File: config.mk
export PLATFORM = sky130hd
export DESIGN_NAME = uart_tx_sched
export DESIGN_NICKNAME = d
export VERILOG_FILES = /design/src/rtl/uart_pkg.sv /design/src/rtl/uart_rr_arb.sv /design/src/rtl/uart_tx_sched.sv
export SDC_FILE = /design/constraint.sdc
export NUM_CORES = 1
export LEC_CHECK = 0
export CAP_MARGIN = 20
export CORE_MARGIN = 8
export CORE_UTILIZATION = 48
export DETAILED_ROUTE_END_ITERATION = 8
export HOLD_SLACK_MARGIN = 0.1
export PLACE_DENSITY = 0.81
export SLEW_MARGIN = 20
export SYNTH_ARGS = -nofsm -noshare
export SYNTH_HDL_FRONTEND = slang
export SYNTH_SLANG_ARGS = --single-unit
File: constraint.sdc
create_clock -name clk -period 6.1 [get_ports clk]
set_input_delay 0.915 -clock clk [delete_from_list [all_inputs] [get_ports clk]]
set_output_delay 0.915 -clock clk [all_outputs]
set_load 0.01 [all_outputs]
File: src/rtl/uart_pkg.sv
// Shared FSM encoding, defaults and width helper for the UART TX scheduling path.
package uart_pkg;

  localparam int unsigned DATA_WIDTH_DEF = 8;

  typedef enum logic [2:0] {
    ST_IDLE      = 3'd0,
    ST_LAUNCH    = 3'd1,
    ST_WAIT_BUSY = 3'd2,
    ST_WAIT_DONE = 3'd3,
    ST_GAP       = 3'd4
  } sched_state_e;

  // Index width that never collapses to zero bits for tiny counts.
  function automatic int unsigned clog2_min1(input int unsigned n);
    return (n <= 32'd2) ? 32'd1 : 32'($clog2(n));
  endfunction

endpackage

File: src/rtl/uart_rr_arb.sv
// Combinational winner select: round-robin from a pointer, or fixed priority (index 0 highest).
module uart_rr_arb
  import uart_pkg::*;
#(
  parameter  int unsigned NUM_REQ = 4,
  localparam int unsigned IDX_W   = clog2_min1(NUM_REQ)
) (
  input  logic [NUM_REQ-1:0] req_i,
  input  logic [IDX_W-1:0]   ptr_i,
  input  logic               prio_mode_i,
  output logic [NUM_REQ-1:0] gnt_oh_c_o,
  output logic [IDX_W-1:0]   gnt_idx_c_o,
  output logic               gnt_vld_c_o
);

  logic [IDX_W-1:0] base_c;
  int unsigned      probe_c;
  logic             found_c;

  // Walk upward from the base with wrap; first set request wins.
  always_comb begin
    gnt_oh_c_o  = '0;
    gnt_idx_c_o = '0;
    found_c     = 1'b0;
    probe_c     = 0;
    base_c      = prio_mode_i ? '0 : ptr_i;
    for (int unsigned i = 0; i < NUM_REQ; i++) begin
      probe_c = (32'(base_c) + i) % NUM_REQ;
      if (!found_c && req_i[IDX_W'(probe_c)]) begin
        found_c     = 1'b1;
        gnt_idx_c_o = IDX_W'(probe_c);
      end
    end
    gnt_oh_c_o[gnt_idx_c_o] = found_c;
    gnt_vld_c_o             = found_c;
  end

endmodule

File: src/rtl/uart_tx_sched.sv
// Arbitrates NUM_REQ byte sources onto one uart_tx: one grant per frame, start-timeout
// detection, and an optional forced idle gap between frames.
module uart_tx_sched
  import uart_pkg::*;
#(
  parameter  int unsigned NUM_REQ    = 4,
  parameter  int unsigned DATA_WIDTH = DATA_WIDTH_DEF,
  parameter  int unsigned GAP_CYCLES = 0,
  parameter  int unsigned START_TMO  = 4,
  localparam int unsigned IDX_W      = clog2_min1(NUM_REQ)
) (
  input  logic                          clk,
  input  logic                          rst_n,
  input  logic                          enable_i,
  input  logic                          prio_mode_i,
  input  logic [NUM_REQ-1:0]            req_valid_i,
  input  logic [NUM_REQ*DATA_WIDTH-1:0] req_data_i,
  output logic [NUM_REQ-1:0]            req_ready_o,
  output logic                          tx_start_o,
  output logic [DATA_WIDTH-1:0]         tx_data_o,
  input  logic                          tx_busy_i,
  output logic                          active_o,
  output logic [IDX_W-1:0]              grant_id_o,
  output logic                          start_err_o
);

  localparam int unsigned GAP_W = clog2_min1(GAP_CYCLES + 1);
  localparam int unsigned TMO_W = clog2_min1(START_TMO + 1);

  sched_state_e          state_q, state_d;
  logic [NUM_REQ-1:0]    req_ready_q, req_ready_d;
  logic                  tx_start_q, tx_start_d;
  logic [DATA_WIDTH-1:0] tx_data_q, tx_data_d;
  logic [IDX_W-1:0]      grant_id_q, grant_id_d;
  logic                  active_q, active_d;
  logic                  start_err_q, start_err_d;
  logic [IDX_W-1:0]      rr_ptr_q, rr_ptr_d;
  logic [GAP_W-1:0]      gap_cnt_q, gap_cnt_d;
  logic [TMO_W-1:0]      tmo_cnt_q, tmo_cnt_d;

  logic [NUM_REQ-1:0]    win_oh_c;
  logic [IDX_W-1:0]      win_idx_c;
  logic                  win_vld_c;
  logic [DATA_WIDTH-1:0] win_data_c;
  logic [IDX_W-1:0]      rr_next_c;
  logic                  gap_done_c;
  logic                  tmo_done_c;

  uart_rr_arb #(
    .NUM_REQ (NUM_REQ)
  ) u_arb (
    .req_i       (req_valid_i),
    .ptr_i       (rr_ptr_q),
    .prio_mode_i (prio_mode_i),
    .gnt_oh_c_o  (win_oh_c),
    .gnt_idx_c_o (win_idx_c),
    .gnt_vld_c_o (win_vld_c)
  );

  assign win_data_c = req_data_i[32'(win_idx_c)*DATA_WIDTH +: DATA_WIDTH];
  assign rr_next_c  = (32'(win_idx_c) + 32'd1 >= NUM_REQ) ? '0 : win_idx_c + IDX_W'(1);
  assign gap_done_c = (32'(gap_cnt_q) + 32'd1 >= GAP_CYCLES);
  assign tmo_done_c = (32'(tmo_cnt_q) + 32'd1 >= START_TMO);

  always_ff @(posedge clk or negedge rst_n) begin
    if (!rst_n) begin
      state_q     <= ST_IDLE;
      req_ready_q <= '0;
      tx_start_q  <= 1'b0;
      tx_data_q   <= '0;
      grant_id_q  <= '0;
      active_q    <= 1'b0;
      start_err_q <= 1'b0;
      rr_ptr_q    <= '0;
      gap_cnt_q   <= '0;
      tmo_cnt_q   <= '0;
    end else begin
      state_q     <= state_d;
      req_ready_q <= req_ready_d;
      tx_start_q  <= tx_start_d;
      tx_data_q   <= tx_data_d;
      grant_id_q  <= grant_id_d;
      active_q    <= active_d;
      start_err_q <= start_err_d;
      rr_ptr_q    <= rr_ptr_d;
      gap_cnt_q   <= gap_cnt_d;
      tmo_cnt_q   <= tmo_cnt_d;
    end
  end

  // Launch outputs are loaded on the IDLE exit edge so they are registered during LAUNCH.
  always_comb begin
    state_d     = state_q;
    req_ready_d = '0;
    tx_start_d  = 1'b0;
    tx_data_d   = tx_data_q;
    grant_id_d  = grant_id_q;
    start_err_d = start_err_q;
    rr_ptr_d    = rr_ptr_q;
    gap_cnt_d   = '0;
    tmo_cnt_d   = '0;
    case (state_q)
      ST_IDLE: begin
        if (enable_i && win_vld_c && !tx_busy_i) begin
          state_d     = ST_LAUNCH;
          req_ready_d = win_oh_c;
          tx_start_d  = 1'b1;
          tx_data_d   = win_data_c;
          grant_id_d  = win_idx_c;
          if (!prio_mode_i) rr_ptr_d = rr_next_c;
        end
      end
      ST_LAUNCH: state_d = ST_WAIT_BUSY;
      ST_WAIT_BUSY: begin
        if (tx_busy_i) begin
          state_d = ST_WAIT_DONE;
        end else if (tmo_done_c) begin
          start_err_d = 1'b1;
          state_d     = ST_IDLE;
        end else begin
          tmo_cnt_d = tmo_cnt_q + TMO_W'(1);
        end
      end
      ST_WAIT_DONE: begin
        if (!tx_busy_i) state_d = (GAP_CYCLES > 0) ? ST_GAP : ST_IDLE;
      end
      ST_GAP: begin
        if (gap_done_c) state_d = ST_IDLE;
        else            gap_cnt_d = gap_cnt_q + GAP_W'(1);
      end
      default: state_d = ST_IDLE;
    endcase
    active_d = (state_d != ST_IDLE);
  end

  assign req_ready_o = req_ready_q;
  assign tx_start_o  = tx_start_q;
  assign tx_data_o   = tx_data_q;
  assign grant_id_o  = grant_id_q;
  assign active_o    = active_q;
  assign start_err_o = start_err_q;

endmodule

==> results of run 1 <==
-- cells by family (layout without fill, tap and decap cells) --
kind of cell / Yosys count / in the layout / synth area share [%]
other cells: 1 / 2 / 0.2353
flops: 25 / 25 / 39.25
compound gates: 54 / 54 / 26.53
fa+ha+maj: 5 / 5 / 3.925
mux: 10 / 10 / 7.221
simple gates: 46 / 46 / 16.64
buf+inv: 16 / 67 / 5.650
xor+xnor: 1 / 1 / 0.5496
-- power groups by stage --
stage	clock (mW)	sequential (mW)	combinational (mW)
after floorplan	0	0.256	0.204
final	0.0768	0.249	0.345
after global routing	0.0850	0.256	0.373
after CTS	0.0793	0.249	0.346
after global placement	0	0.252	0.336
after detailed placement	0	0.252	0.346
-- sequential cells by signal (all words and copies together) (netlist names) --
name         cells
active_o         1
grant_id_o       2
req_ready_o      4
rr_ptr_q         2
start_err_o      1
state_q          3
tmo_cnt_q        3
tx_data_o        8
tx_start_o       1
-- Yosys cell counts (all sizes together) --
cell type	n
a2111o	1
a2111oi	1
a21boi	1
a21o	1
a21oi	6
a221o	1
a31o	1
a31oi	1
a32oi	17
a41oi	1
and2	4
and2b	3
buf	6
clkbuf	4
clkinv	1
conb	1
dfrtp	25
ha	5
inv	5
mux2	9
mux2i	1
nand2	9
nand2b	3
nand3	8
nand4	1
nand4b	1
nor2	8
nor3	4
nor3b	2
nor4	1
o21ai	21
o21bai	1
o221ai	1
or2	1
or3	1
xnor2	1
-- area by class of cell --
type                       instances  area share [%]
clock inverter                     1          0.3436
clock buffer                       3           1.031
inverter                           6           1.088
multi-input combinational        118           40.38
sequential                        25           28.64
timing repair buffer              57           25.89
tap                               46           2.635
-- worst paths after layout --
kind,startpoint,to,slack [ns],cells past startpoint
setup / recovery,prio_mode_i,tx_data_o[3]$_DFFE_PN0P_,2.91,7
hold / removal,tmo_cnt_q[0]$_DFF_PN0_,tmo_cnt_q[0]$_DFF_PN0_,0.47,1
setup reg to reg,rr_ptr_q[0]$_DFFE_PN0P_,tx_data_o[3]$_DFFE_PN0P_,3.55,6
hold reg to reg,tmo_cnt_q[0]$_DFF_PN0_,tmo_cnt_q[0]$_DFF_PN0_,0.47,1
max in group asynchronous,rst_n,state_q[0]$_DFF_PN0_,5.18,1
min in group asynchronous,rst_n,rr_ptr_q[1]$_DFFE_PN0P_,0.55,1
-- worst max-delay path, delay by kind of cell --
family / cells / cell delay [ns]
AOI/OAI and AO/OA: 3 / 1.19
muxes: 2 / 0.58
buffers and inverters: 1 / 0.58
and+or+nand+nor: 1 / 0.20
-- per-layer routing --
layer  GRT usage (%)  wire (um)  vias up
met2           26.77       1945       64
met3           6.958        399        9
met4           3.991         60        0
met5               0          0        -
li1                -          -      700
met1           19.02       1837      667
==> flow_summary.yaml, run 1 <==
setup_path:
  worstPathRequired_ns: 6.37
  cp-end-kind: "flop"
  worst_path_most_repeated_cell: "mux2_2"
  slowest_delay_ns: 0.70
  worstSetupPathType: "input port to flop"
  crit_fanout: 16
  cp_cell_sequence: "clkdlybuf4s50_1 > nand2b_4 > mux2_2 > a2111oi_4 > o21ai_0 > a32oi_1 > mux2_2"
  critPathLaunchType: "input port"
  cp_slowest_cell: "a2111oi_4"
  cp.arrival_ns: 3.47
logic_synthesis:
  yosys_register_bits: 25
  syn_area_per_cell_um2: 10.09
  yosysUniqueCellTypes: 45
  yosys-top-cells-area: "dfrtp_1 (39%), a32oi_1 (8.2%), o21ai_0 (6.6%)"
  ys.warnings.count: 0
  synth_top_area_share_pct: 39.25
  synth_cells: 158
  yosysTopAreaCell: "dfrtp_1"
  yosysSeqAreaShare_pct: 39.25
  syn_area_um2: 1594
timing:
  fmaxAchievable_mhz: 313.4
  finalCriticalPeriod_ns: 3.191
  hold_violations: 0
  period_share_pct: 52.31
  hold_slack_ns: 0.4714
  worst_pin_slew_ns: 0.9866
  tns_ns: 0
  rsz0062_at_grt: "false"
  skew_ns: 0.004649
  finalMaxSlewViolations: 0
  worst_slack_ns: 2.909
  relSlewSlack_pct: 34.22
  setup_violations: 0
clock_network:
  cts.htree.levels: 1
  clkSlewWorstSetupHoldPaths_ns: 0.14
  ctsHoldBuffers: 0
  clkLatencyLatePin_ns: 0.32
  cts-root-buf: "clkbuf_4"
  cts_setup_buffers: 0
  cts_tree: "done"
  cts_resized: 0
  numCtsBuffers: 3
  cts.sinks: 25
  cts.path.max_buffers: 2
final_layout:
  instances_no_fill: 256
  regArea_um2: 625.6
  final_cell_mix: "clkdlybuf4s50_1 (56), dfrtp_1 (25), o21ai_0 (21)"
  final_common_cell: "clkdlybuf4s50_1"
  final_core_util_pct: 67.05
  design_area_um2: 2185
  multi_input_area_um2: 882.1
  drive_gt1_share_pct: 13.81
  nFillCells: 282
  nets: 257
  syn_to_final_growth_pct: 37.05
  antenna_cells: 0
power_and_ir_drop:
  p_leak_nw: 0.8706
  power_uw: 671.3
  p_comb_share_pct: 51.4
  swShare_pct: 38.42
  ir_worst_vdd_uv: 174.1
  sequentialPowerShare_pct: 37.1
  clockPowerShare_pct: 11.4
  p_int_uw: 413.4
  p_sw_uw: 257.9
  power_density_nw_per_um2: 307.3
routing:
  ant_nets: 0
  dr_total_vias: 1440
  finalWirelength_um: 4243
  drt-pass1-iter-count: 4
  routedWlPerCell_um: 16.57
  via_per_inst: 5.625
  drc: 0
  drt_first_iter_violations: 136
floorplanning:
  initial_core_util_pct: 48.92
  core-area_um2: 3258
  fp.dieH_um: 73.63
  ios: 58
  die_w_um: 73.63
  floorplan.die_area_um2: 5421
  row_count: 21
placed_design:
  place_ws_ns: 2.579
  hpwl_um: 3284
  place_inst: 252
  place_congestion: 0.8589
  io_buffers: 57
  dpl_cell_area_um2: 2160
global_route:
  antenna_found_initial: 0
  grt.overflow.total: 0
  grt_usage_pct: 16.33
  grt_max_degree: 26
  grt_pass1_vias: 1500
  grt_pass1_wl_um: 6996
run:
  maxCapViolations: 0
status:
  outcome: "finished clean"
hold_path:
  hp-class: "flop to flop"
No activity file was read; power rests on OpenSTA's default activity.
==> run 2: changes to the inputs <==
--- a/config.mk
+++ b/config.mk
@@ -7,10 +7,10 @@
 export LEC_CHECK = 0
 export CAP_MARGIN = 20
 export CORE_MARGIN = 8
-export CORE_UTILIZATION = 48
+export CORE_UTILIZATION = 44
 export DETAILED_ROUTE_END_ITERATION = 8
 export HOLD_SLACK_MARGIN = 0.1
-export PLACE_DENSITY = 0.81
+export PLACE_DENSITY = 0.75
 export SLEW_MARGIN = 20
 export SYNTH_ARGS = -nofsm -noshare
 export SYNTH_HDL_FRONTEND = slang
==> constraint.sdc (replaced) <==
create_clock -name clk -period 3.2 [get_ports clk]
set_input_delay 0.48 -clock clk [delete_from_list [all_inputs] [get_ports clk]]
set_output_delay 0.48 -clock clk [all_outputs]
set_load 0.01 [all_outputs]
==> run 2 against run 1 <==
  * Global-route usage shrank 0.60 points
  * Critical endpoint is now tx_data_o[0]$_DFFE_PN0P_
  * Highest routed layer unchanged
  * Cell count grew 2.0%
  * Critical path type unchanged
  * Clock power grew 90%
==> flow_summary.yaml, run 2 (synthesized netlist as in run 1, its figures left out) <==
final_layout:
  final_common_cell: "clkdlybuf4s50_1"
  antenna_cells: 0
  final_core_util_pct: 61.78
  design_area_um2: 2211
  syn_to_final_growth_pct: 38.70
  instances_no_fill: 261
  final_cell_mix: "clkdlybuf4s50_1 (57), dfrtp_1 (25), o21ai_0 (21)"
  drive_gt1_share_pct: 14.08
  largest_reg_flops: 8
  nets: 260
global_route:
  grt_max_degree: 26
  antenna_found_initial: 0
  grt_usage_pct: 15.74
  grt_pass1_vias: 1568
  grt_pass1_wl_um: 7665
  grt.overflow.total: 0
timing:
  setup_violations: 0
  worst_pin_slew_ns: 0.9601
  finalMaxSlewViolations: 0
  period_share_pct: 86.45
  hold_slack_ns: 0.4775
  relSlewSlack_pct: 35.99
  rsz0062_at_grt: "false"
  fmaxAchievable_mhz: 361.5
  tns_ns: 0
  skew_ns: 0.01204
  hold_violations: 0
  finalCriticalPeriod_ns: 2.767
clock_network:
  cts_setup_buffers: 0
  numCtsBuffers: 3
  cts_tree: "done"
  cts.path.max_buffers: 2
  ctsHoldBuffers: 0
  cts_resized: 0
  cts-root-buf: "clkbuf_4"
  cts.sinks: 25
  cts.htree.levels: 1
  clkSlewWorstSetupHoldPaths_ns: 0.14
  clkLatencyLatePin_ns: 0.32
floorplanning:
  fp.dieH_um: 76.19
  core-area_um2: 3578
  initial_core_util_pct: 44.55
  die_w_um: 76.19
  floorplan.die_area_um2: 5805
  row_count: 22
  ios: 58
placed_design:
  io_buffers: 57
  hpwl_um: 3479
  place_congestion: 0.8393
  place_inst: 257
  dpl_cell_area_um2: 2185
status:
  outcome: "finished clean"
setup_path:
  cp.arrival_ns: 3.00
  critPathLaunchType: "input port"
  crit_fanout: 17
  cp-end-kind: "flop"
  worstSetupPathType: "input port to flop"
  worstPathRequired_ns: 3.43
hold_path:
  hp-class: "flop to flop"
routing:
  routedWlPerCell_um: 17.98
  drt-pass1-iter-count: 4
  ant_nets: 0
  dr_total_vias: 1503
  drc: 0
  drt_first_iter_violations: 109
  finalWirelength_um: 4694
  via_per_inst: 5.759
power_and_ir_drop:
  p_leak_nw: 0.8861
  power_density_nw_per_um2: 588.6
  ir_worst_vdd_uv: 347.8
run:
  maxCapViolations: 0
-- run 2: changes by cell type in the layout (fill, tap and decap cells not counted), sizes merged --
cell / before / now
clkbuf: 3 / 4
clkdlybuf4s50: 56 / 57
clkinvlp: 1 / 0
buf: 1 / 3
-- run 2: area by class of cell --
| class | count | area (um2) |
|---|---|---|
| Timing Repair Buffer | 60 | 593.1 |
| Inverter | 6 | 23.77 |
| Tap cell | 48 | 60.06 |
| Clock buffer | 4 | 26.28 |
| Fill cell | 305 | 1368 |
| Sequential cell | 25 | 625.6 |
| Multi-Input combinational cell | 118 | 882.1 |
-- run 2: worst paths after layout --
path                                            endpoint  slack, ns                    start  depth (start not counted)
worst max-delay path            tx_data_o[0]$_DFFE_PN0P_       0.43              prio_mode_i                          7
worst min-delay path              tmo_cnt_q[0]$_DFF_PN0_       0.48   tmo_cnt_q[0]$_DFF_PN0_                          1
max in group asynchronous             active_o$_DFF_PN0_       2.44                    rst_n                          2
worst min register to register    tmo_cnt_q[0]$_DFF_PN0_       0.48   tmo_cnt_q[0]$_DFF_PN0_                          1
worst max register to register  tx_data_o[0]$_DFFE_PN0P_       0.66  rr_ptr_q[0]$_DFFE_PN0P_                          6
min in group asynchronous         tmo_cnt_q[1]$_DFF_PN0_       0.49                    rst_n                          2
-- run 2: power by group --
group	total [mW]	leakage (nW)	internal, mW	switching, mW
Clock	0.146	0.0150	0.0488	0.0969
Combinational	0.680	0.553	0.352	0.328
Sequential	0.476	0.318	0.398	0.0772
-- run 2: worst max-delay path, stage by stage --
cell	delay (ns)
clkdlybuf4s50_1	0.60
nand2b_4	0.21
mux2_2	0.39
a2111o_1	0.64
a32oi_1	0.31
a32oi_1	0.09
mux2_2	0.27
-- run 2: metrics by stage --
| stage | total power, mW | setup WS [ns] |
|---|---|---|
| 2_1_floorplan | 0.8777 | 0.9473 |
| 3_3_place_gp | 1.133 | 0.2184 |
| 3_5_place_dp | 1.152 | 0.1229 |
| 4_1_cts | 1.302 | 0.4872 |
| 5_1_grt | 1.382 | 0.3920 |
| 6_report | 1.301 | 0.4334 |
-- run 2: layer usage --
layer	vias to the layer above	global-route usage [%]	share of wire (%)
met4	0	3.846	1.3
met3	8	3.892	6.2
li1	704	-	-
met2	64	28.28	53
met5	-	0	0
met1	727	18.08	40
==> variant, RTL diff (flow settings as in run 2) <==
`DATA_WIDTH_DEF`: 8 -> 12.
--- a/src/rtl/uart_pkg.sv
+++ b/src/rtl/uart_pkg.sv
@@ -1,7 +1,7 @@
 // Shared FSM encoding, defaults and width helper for the UART TX scheduling path.
 package uart_pkg;
 
-  localparam int unsigned DATA_WIDTH_DEF = 8;
+  localparam int unsigned DATA_WIDTH_DEF = 12;
 
   typedef enum logic [2:0] {
     ST_IDLE      = 3'd0,
Ports: changed (resized req_data_i and tx_data_o); port bits go from 58 to 78. The function was not compared with the original's and may differ.
==> variant against run 2 <==
Cell area is 24% higher. Sequential power is 19% higher. Sequential share of layout area is 1.9 points lower. Fmax is 1.3% higher. Sequential cell count is 4 higher. Total power is 53% higher. Combinational power is 44% higher. Worst setup slack better by 0.036 ns. Routed wire length is 8.9% higher. First-iteration DRC count is 50% lower. Synthesized area is 12% higher. Hold slack worse by 0.0044 ns. Highest routed layer unchanged.
==> variant: results <==
{
  "r2r_cells": 7,
  "p_leak_nw": 1.24,
  "pwr-share-seq_pct": 28.5,
  "synth_compound_area_share_pct": 15.0,
  "num_vias": 1599,
  "status": "complete, no violations",
  "crit_arrival_ns": 2.86,
  "period_needed_ns": 2.73,
  "io_buffer_count": 77,
  "fill_cells": 322,
  "path_clk_slew_ns": 0.06,
  "cp_top_family": "buffers and inverters",
  "ff2ff_setup_slack_ns": 0.50,
  "yosysSeqAreaShare_pct": 40.6,
  "peakVddDrop_uv": 373,
  "synth.distinct_cells": 46,
  "synth_xor_area_share_pct": 0.490,
  "nets": 319,
  "synth_area_leaders": "dfrtp_1 41%, mux2i_1 15%, nand2_1 5.9%, o221ai_1 5.4%, ha_1 3.5%",
  "grt_max_degree": 30,
  "skew_ns": 0.00257,
  "gp_congestion": 0.939,
  "synth_fa_ha_area_share_pct": 3.50,
  "power_density_nw_per_um2": 725,
  "clk_latency_ns": 0.28
}
==> variant: cell type report <==
| type | count | area, µm² | area share (%) |
|---|---|---|---|
| Clock inverter | 3 | 65.1 | 2.37 |
| Multi-Input combinational cell | 129 | 963 | 35.0 |
| Clock buffer | 5 | 68.8 | 2.50 |
| Tap cell | 50 | 62.6 | 2.27 |
| Inverter | 5 | 18.8 | 0.682 |
| Timing Repair Buffer | 87 | 846 | 30.8 |
| Sequential cell | 29 | 726 | 26.4 |
==> variant: per-stage QoR <==
stage	instance area, µm²	cells	hold WS, ns	utilization [%]
floorplan	1790	173	0.184	-
global placement	2620	300	0.458	66.4
detailed placement	2620	300	0.463	66.4
CTS	2750	308	0.478	69.8
global route	2750	308	0.496	69.8
finish	2750	308	0.473	69.8
==> variant: worst register-to-register path, delay by kind of cell (launching register included) <==
kind                   cells  cell delay, ns
AOI/OAI and AO/OA          3            0.55
buffers and inverters      1            0.26
DFF                        1            0.63
muxes                      2            0.64
and+or+nand+nor            1            0.46
==> variant: layer usage <==
metal / share of wire, % / GRT usage, % / wire, µm / vias to the layer above
met5: 0 / 0 / 0 / -
met3: 4.5 / 3.27 / 228 / 8
li1: - / - / - / 794
met2: 50 / 27.1 / 2560 / 38
met4: 2.0 / 6.85 / 100 / 0
met1: 43 / 20.6 / 2220 / 759
==> variant: path summary, 6_finish.rpt <==
check / endpoint
setup / recovery: tx_data_o[8]$_DFFE_PN0P_
hold / removal: grant_id_o[0]$_DFFE_PN0P_
setup reg to reg: tx_data_o[8]$_DFFE_PN0P_
hold reg to reg: grant_id_o[0]$_DFFE_PN0P_
max in group asynchronous: tx_data_o[2]$_DFFE_PN0P_
min in group asynchronous: rr_ptr_q[0]$_DFFE_PN0P_
